$ cat src/rtl/uart_program_loader_pkg.sv
// Shared types and constants for the UART program loader.
// Holds the receiver state encoding, timing defaults and small timing helpers.
package uart_program_loader_pkg;

    localparam int UART_CLK_FREQ_DEFAULT  = 50_000_000;
    localparam int UART_BAUD_RATE_DEFAULT = 115_200;
    localparam int UART_CLKS_PER_BIT      = UART_CLK_FREQ_DEFAULT / UART_BAUD_RATE_DEFAULT;
    localparam int UART_CLKS_PER_BIT_MIN  = 4;

    typedef enum logic [2:0] {
        RX_IDLE      = 3'd0,
        RX_START     = 3'd1,
        RX_DATA      = 3'd2,
        RX_STOP      = 3'd3,
        RX_WAIT_IDLE = 3'd4
    } rx_state_t;

    // Last counter value of the half-bit wait that lands the start-bit sample mid-bit.
    function automatic int half_bit_last(input int clks_per_bit);
        return clks_per_bit / 2 - 1;
    endfunction

    function automatic int full_bit_last(input int clks_per_bit);
        return clks_per_bit - 1;
    endfunction

endpackage

$ cat src/rtl/uart_program_loader_sync_2ff.sv
// Purpose: two-flop synchroniser bringing an asynchronous level into the clk domain.
// Latency: 2 clocks from input change to q.
// Backpressure: none; a free-running level path.
module sync_2ff #(
    parameter logic RESET_VAL = 1'b0
) (
    input  logic clk,
    input  logic rst,
    input  logic d,
    output logic q
);

    logic meta;

    always_ff @(posedge clk) begin
        if (rst) begin
            meta <= RESET_VAL;
            q    <= RESET_VAL;
        end else begin
            meta <= d;
            q    <= meta;
        end
    end

endmodule

$ cat src/rtl/uart_program_loader.sv
// Purpose: 8N1 UART receiver that hands each good byte to the instruction memory load port.
// Latency: valid rises about 2 + CLKS_PER_BIT/2 + 9*CLKS_PER_BIT clocks after the start-bit edge.
// Backpressure: none; one-cycle valid pulses, spaced at least one frame apart, gated by load_enable.
module uart_program_loader
    import uart_program_loader_pkg::*;
#(
    parameter int CLK_FREQ     = UART_CLK_FREQ_DEFAULT,
    parameter int BAUD_RATE    = UART_BAUD_RATE_DEFAULT,
    parameter int CLKS_PER_BIT = CLK_FREQ / BAUD_RATE,
    parameter int CNT_W        = $clog2(CLKS_PER_BIT) + 1
) (
    input  logic        clk,
    input  logic        SYS_reset,
    input  logic        uart_rx,
    input  logic        load_enable,
    output logic [7:0]  inst_to_CPU,
    output logic        inst_to_CPU_valid,
    output logic        rx_busy,
    output logic        frame_error,
    output logic [31:0] byte_count
);

    localparam logic [CNT_W-1:0] HALF_LAST = CNT_W'(half_bit_last(CLKS_PER_BIT));
    localparam logic [CNT_W-1:0] BIT_LAST  = CNT_W'(full_bit_last(CLKS_PER_BIT));
    localparam logic [CNT_W-1:0] CNT_ONE   = CNT_W'(1);

    rx_state_t        state;
    logic [CNT_W-1:0] cnt;
    logic [2:0]       bit_idx;
    logic [7:0]       shreg;
    logic             rx_s;

    // Idle line is high, so the synchroniser resets to 1 to avoid a false start bit.
    sync_2ff #(
        .RESET_VAL (1'b1)
    ) u_rx_sync (
        .clk (clk),
        .rst (SYS_reset),
        .d   (uart_rx),
        .q   (rx_s)
    );

    assign rx_busy = (state != RX_IDLE);

    always_ff @(posedge clk) begin
        if (SYS_reset) begin
            state             <= RX_IDLE;
            cnt               <= '0;
            bit_idx           <= '0;
            shreg             <= '0;
            inst_to_CPU       <= 8'h00;
            inst_to_CPU_valid <= 1'b0;
            frame_error       <= 1'b0;
            byte_count        <= '0;
        end else begin
            inst_to_CPU_valid <= 1'b0;
            unique case (state)
                RX_IDLE: begin
                    cnt <= '0;
                    if (!rx_s) begin
                        state <= RX_START;
                    end
                end
                RX_START: begin
                    if (cnt == HALF_LAST) begin
                        cnt     <= '0;
                        bit_idx <= '0;
                        // A start bit that is already gone by mid-bit was noise.
                        state   <= rx_s ? RX_IDLE : RX_DATA;
                    end else begin
                        cnt <= cnt + CNT_ONE;
                    end
                end
                RX_DATA: begin
                    if (cnt == BIT_LAST) begin
                        cnt   <= '0;
                        shreg <= {rx_s, shreg[7:1]};
                        if (bit_idx == 3'd7) begin
                            state <= RX_STOP;
                        end else begin
                            bit_idx <= bit_idx + 3'd1;
                        end
                    end else begin
                        cnt <= cnt + CNT_ONE;
                    end
                end
                RX_STOP: begin
                    if (cnt == BIT_LAST) begin
                        cnt <= '0;
                        if (rx_s) begin
                            inst_to_CPU       <= shreg;
                            inst_to_CPU_valid <= load_enable;
                            byte_count        <= byte_count + {31'd0, load_enable};
                            state             <= RX_IDLE;
                        end else begin
                            frame_error <= 1'b1;
                            state       <= RX_WAIT_IDLE;
                        end
                    end else begin
                        cnt <= cnt + CNT_ONE;
                    end
                end
                RX_WAIT_IDLE: begin
                    cnt <= '0;
                    // Hold off until the line releases so a break cannot re-trigger.
                    if (rx_s) begin
                        state <= RX_IDLE;
                    end
                end
                default: begin
                    state <= RX_IDLE;
                end
            endcase
        end
    end

endmodule

$ cat config.mk
export PLATFORM = sky130hd
export DESIGN_NAME = uart_program_loader
export DESIGN_NICKNAME = d
export VERILOG_FILES = /design/src/rtl/uart_program_loader_pkg.sv /design/src/rtl/uart_program_loader_sync_2ff.sv /design/src/rtl/uart_program_loader.sv
export SDC_FILE = /design/constraint.sdc
export NUM_CORES = 1
export LEC_CHECK = 0
export BUFFER_PORTS_ARGS = -buffer_cell sky130_fd_sc_hd__buf_2
export CORE_ASPECT_RATIO = 1.25
export CORE_MARGIN = 1.5
export CORE_UTILIZATION = 40
export DETAILED_ROUTE_END_ITERATION = 10
export PLACE_DENSITY_LB_ADDON = 0.12
export SLEW_MARGIN = 5
export SYNTH_ARGS = -nofsm -noshare
export SYNTH_HDL_FRONTEND = slang
export SYNTH_HIERARCHICAL = 1
export SYNTH_SLANG_ARGS = --single-unit
$ cat constraint.sdc
create_clock -name clk -period 4.1 [get_ports clk]
set_input_delay 0.615 -clock clk [delete_from_list [all_inputs] [get_ports clk]]
set_output_delay 0.615 -clock clk [all_outputs]
set_load 0.02 [all_outputs]
## After elaboration in Yosys (flattened, before gate mapping)

Cells that the tools add are included.

| cells by class | value |
|---|---|
| bitwise gates (word level) | 3 |
| eq/ne operators | 14 |
| reductions and logical operators | 12 |
| mux-type cells | 16 |
| add/sub/neg operators | 3 |

Operators by type and width:

| kind | count |
|---|---|
| adder 32 x 1 -> 32 bit | 1 |
| 2-to-1 mux 3 bit | 10 |
| one-hot mux 10 bit (3 select lines) | 1 |
| 2-to-1 mux 10 bit | 2 |
| one-hot mux 3 bit (5 select lines) | 1 |
| inequality test 2 bit (second input constant) | 6 |
| adder 10 x 1 -> 10 bit (second input constant) | 1 |
| equality test 10 x 8 -> 1 bit (second input constant) | 1 |
| equality test 10 x 9 -> 1 bit (second input constant) | 1 |
| equality test 3 x 2 -> 1 bit (second input constant) | 2 |
| equality test 3 bit (second input constant) | 2 |
| one-hot mux 3 bit (2 select lines) | 1 |
| AND reduction 3 bit | 2 |
| AND reduction 6 bit | 1 |
| nonzero test 3 bit | 2 |
| AND reduction 4 bit | 1 |
| OR reduction 2 bit | 2 |
| OR reduction 4 bit | 1 |
| adder 3 x 1 -> 3 bit (second input constant) | 1 |
| equality test 3 x 1 -> 1 bit (second input constant) | 1 |
| logical NOT 3 bit | 1 |
| inverter 1 bit | 3 |
| 2-to-1 mux 2 bit | 1 |
| inequality test 2 x 1 -> 1 bit (second input constant) | 1 |
| other kinds (2) | 2 |

| storage, ports and cells | value |
|---|---|
| output and inout port bits | 43 |
| word-level logic and storage cells | 58 |
| register bits after elaboration | 68 |

## Depth between registers and ports, before layout

| depth | value |
|---|---|
| word-level depth | 4 |
| depth in mapped cells | 9 |
| depth with buffers taken out | 6 |

## By module

Netlist, hierarchy kept.

By module, submodules not included:

| module | area an instance (sq um) | sequential area each (sq um) | cells each | times used |
|---|---|---|---|---|
| uart_program_loader | 3245.6 | 1321.3 | 361 | 1 |
| sync_2ff | 52.6 | 40.0 | 4 | 1 |

## Worst setup path before layout

Ideal clock, no wire load.

| timing path | value |
|---|---|
| path kind | in2reg |
| from | in load_enable |
| to | reg byte_count[30] |
| slack | 1766 ps |
| path buffers | 2 |
| data arrival time | 2211 ps |
| required time | 3977 ps |
| library setup time | 123 ps |
| stages | 8 |
| cell sequence | ha_1 ha_1 nand2_1 or3_1 clkbuf_2 buf_6 nor4_2 mux2_1 |

| between the ends | value |
|---|---|
| word-level cells in the longest chain between the ends | 1 |

RTL lines:

| element | RTL line | source |
|---|---|---|
| start: declaration | uart_program_loader.sv:15 | `input logic load_enable,` |
| adder 32 x 1 -> 32 bit | uart_program_loader.sv:93 | `byte_count <= byte_count + {31'd0, load_enable};` |
| end signal: assignment | uart_program_loader.sv:93 |  |
| end: declaration | uart_program_loader.sv:20 | `output logic [31:0] byte_count` |

No other way between the ends.
A chain may end at the register's enable or synchronous reset.

## Worst setup path in the final report

| timing path | value |
|---|---|
| from | reg cnt[0] |
| to | reg byte_count[21] |

| between the ends | value |
|---|---|
| word-level cells in the longest chain between the ends | 2 |

RTL lines:

| element | RTL line | source |
|---|---|---|
| start: declaration | uart_program_loader.sv:28 | `logic [CNT_W-1:0] cnt;` |
| start signal: assignment | uart_program_loader.sv:71 | `cnt <= cnt + CNT_ONE;` |
| start signal: assignment | uart_program_loader.sv:84 | `cnt <= cnt + CNT_ONE;` |
| start signal: assignment | uart_program_loader.sv:100 | `cnt <= cnt + CNT_ONE;` |
| equality test 10 x 9 -> 1 bit | uart_program_loader.sv:88 | `if (cnt == BIT_LAST) begin` |
| AND reduction 3 bit (no source line) | - |  |

No other way between the ends.

==> reports/qor.csv <==
metric,value,unit
CP Capture Type,flop,
I/O pin total,47,
hold buffer count at cts,0,
Ys Warns,6,
RSZ-0062 raised after global routing,false,
GR Util All Layers,16.3,%
Max Cap Viol,0,
Power Dens Cells,338,mW/mm^2
post-layout minimum cycle time,2.53,ns
Vias/cell,5.59,
Pleak,0.00153,uW
CP cell instances,"ha_1, and4bb_1, nand4_1, or4_1, a21oi_1",
Layout area overhead,13.5,%
worst hold path type,flop to flop,
"commonest non-fill, non-tap cell in the layout",dfxtp_1,
final wirelength,6780,um
share of layout cells above drive strength 1,20.0,%
relative slew slack,48.1,%
1st-pass router iterations,4,
Die Ht,105,um
WL/cell,13.6,um
Setup Crit Path Kind,flop to flop,
Iter 0 DRT Violations,151,
Vias,2796,
worst IR drop on VDD,0.286,mV
Worst-path clk slew,0.08,ns
clk buf depth,2,
Post-synth top flop,dfxtp_1,
final hold vios,0,
first-pass GRT wire length,11900,um
HPWL reported at the end of detailed placement,4530,um
Post CTS Setup Buffer Count,0,
Remaining DRCs,0,
"commonest cells after routing, fill and taps aside","dfxtp_1 (68), buf_2 (46), nor2_1 (43)",
"Seq/Total Area, Yosys",41.3,%
syn_area_per_cell,9.04,sq um
WP data arrival,2.82,ns
total negative slack,0,ns
fin nets,411,
largest fanout on the critical path,21,
Seq cells post-synth,68,
status,"finished, final reports clean",
Die ar.,0.00880,sq mm
smallest hold slack,0.417,ns
Worst-Margin Slew,0.776,ns
cts bufs inserted,9,
Power Total,1270,uW
non-filler instance count after layout,500,
Initial Utilization,41.8,%
"Async S/R FF share, synth",0,%
CTS root buf,clkbuf_8,
CP startpoint kind,flop,
post-CTS sizing,0,
largest net degree at the start of global routing,41,
Port Buffer Count,46,
Fmax,395,MHz
fin crit share,61.7,%
vias in the first global route,2591,
Worst-Skew Late Latency,0.35,ns
antenna-violating nets left,0,
CTS tree,yes,
syn_nets,376,
Max stage delay on crit path,0.73,ns
num rows,36,
final setup vio count,0,
Die Wd,84.2,um
Pins Over Slew Limit,0,
placeable core area,0.00788,sq mm
mapped cell area,0.00330,sq mm
routability cong.,0.834,
H-tree Lvls,3,
antenna violations before repair,0,
Post-Route Utilization,47.5,%
Inst Count DP,484,
skew final,0.00633,ns
Mapped Cells,365,
total clock sinks,68,
ANT cells,0,
Post-synth EDFFs,0,
global route overflow,0,
slowest library cell on the worst path,or4_1,
CP required,4.39,ns
post-synth cell types,48,
cell type report:
type                            instances  area [sq um]
Clock buffer                            9           124
Clock inverter                          7          81.3
Fill cell                             802          4140
Inverter                                7          26.3
Multi-Input combinational cell        266          1790
Sequential cell                        68          1360
Tap cell                               95           119
Timing Repair Buffer                   48           245
layer usage:
metal / vias up / wire (um) / global-route usage [%]
met4: 0 / 96 / 7.38
met2: 56 / 3320 / 27.5
met1: 1321 / 3140 / 19.4
met3: 8 / 234 / 3.89
met5: - / 0 / 0
li1: 1411 / - / -
worst paths after layout:
kind                             startpoint                     endpoint  slack (ns)  cells after the start
setup / recovery        cnt[0]$_SDFFE_PP0P_  byte_count[21]$_SDFFE_PP0P_        1.57                      5
hold reg to reg   u_rx_sync/meta$_SDFF_PP1_       u_rx_sync/q$_SDFF_PP1_        0.42                      1
hold / removal    u_rx_sync/meta$_SDFF_PP1_       u_rx_sync/q$_SDFF_PP1_        0.42                      1
setup reg to reg        cnt[0]$_SDFFE_PP0P_  byte_count[21]$_SDFFE_PP0P_        1.57                      5
registers in the layout, summed over array words and instances (netlist names):
name               count
byte_count            32
cnt                   10
inst_to_CPU            8
shreg                  8
bit_idx                3
state                  3
frame_error            1
inst_to_CPU_valid      1
u_rx_sync/meta         1
u_rx_sync/q            1
per-stage QoR:
step | setup slack [ns] | cell area, sq um
3_5_place_dp | 1.49 | 3540
5_1_grt | 1.28 | 3740
6_report | 1.57 | 3740
4_1_cts | 1.53 | 3740
2_1_floorplan | 1.77 | 3300
3_3_place_gp | 1.54 | 3540
where the power goes:
group / total, uW / switching, uW / internal [uW] / leakage, uW
clock: 580 / 288 / 291 / 0.000102
sequential: 664 / 2.72 / 661 / 0.000548
combinational: 22.3 / 15.7 / 6.62 / 0.000883
total: 1270 / 307 / 959 / 0.00153
Yosys cell counts, drive strengths merged, types with 8 or more instances:
cell / number / share of area [%]
a21oi: 22 / 3.3
o31ai: 17 / 3.9
nor2b: 10 / 1.9
nand4: 17 / 3.4
clkbuf: 14 / 1.7
xor2: 8 / 2.1
mux2: 10 / 3.4
nand3: 15 / 2.3
dfxtp: 68 / 41
or3: 9 / 1.7
nor4: 9 / 2.1
nor2: 43 / 4.9
nand2: 15 / 1.7
buf: 10 / 2.1
mux2i: 21 / 6.4
or4: 17 / 3.9
kinds of logic (layout without fill, tap and decap cells):
group | Yosys count | count (layout) | share of synthesized area [%]
AND/OR/NAND/NOR | 167 | 167 | 29.2
flip-flops | 68 | 68 | 41.3
AO/OA/AOI/OAI | 53 | 53 | 10.4
multiplexers | 31 | 31 | 9.79
buffers and inverters | 31 | 71 | 4.55
XOR/XNOR | 8 | 8 | 2.12
adder cells (fa/ha/maj) | 7 | 7 | 2.66
worst max-delay path, delay by kind of cell (launching register included):
kind / cells / cell delay [ns]
simple gates: 3 / 1.75
flops: 1 / 0.41
fa+ha+maj: 1 / 0.16
compound gates: 1 / 0.14
Note: power is estimated with default switching activity, not from simulation.
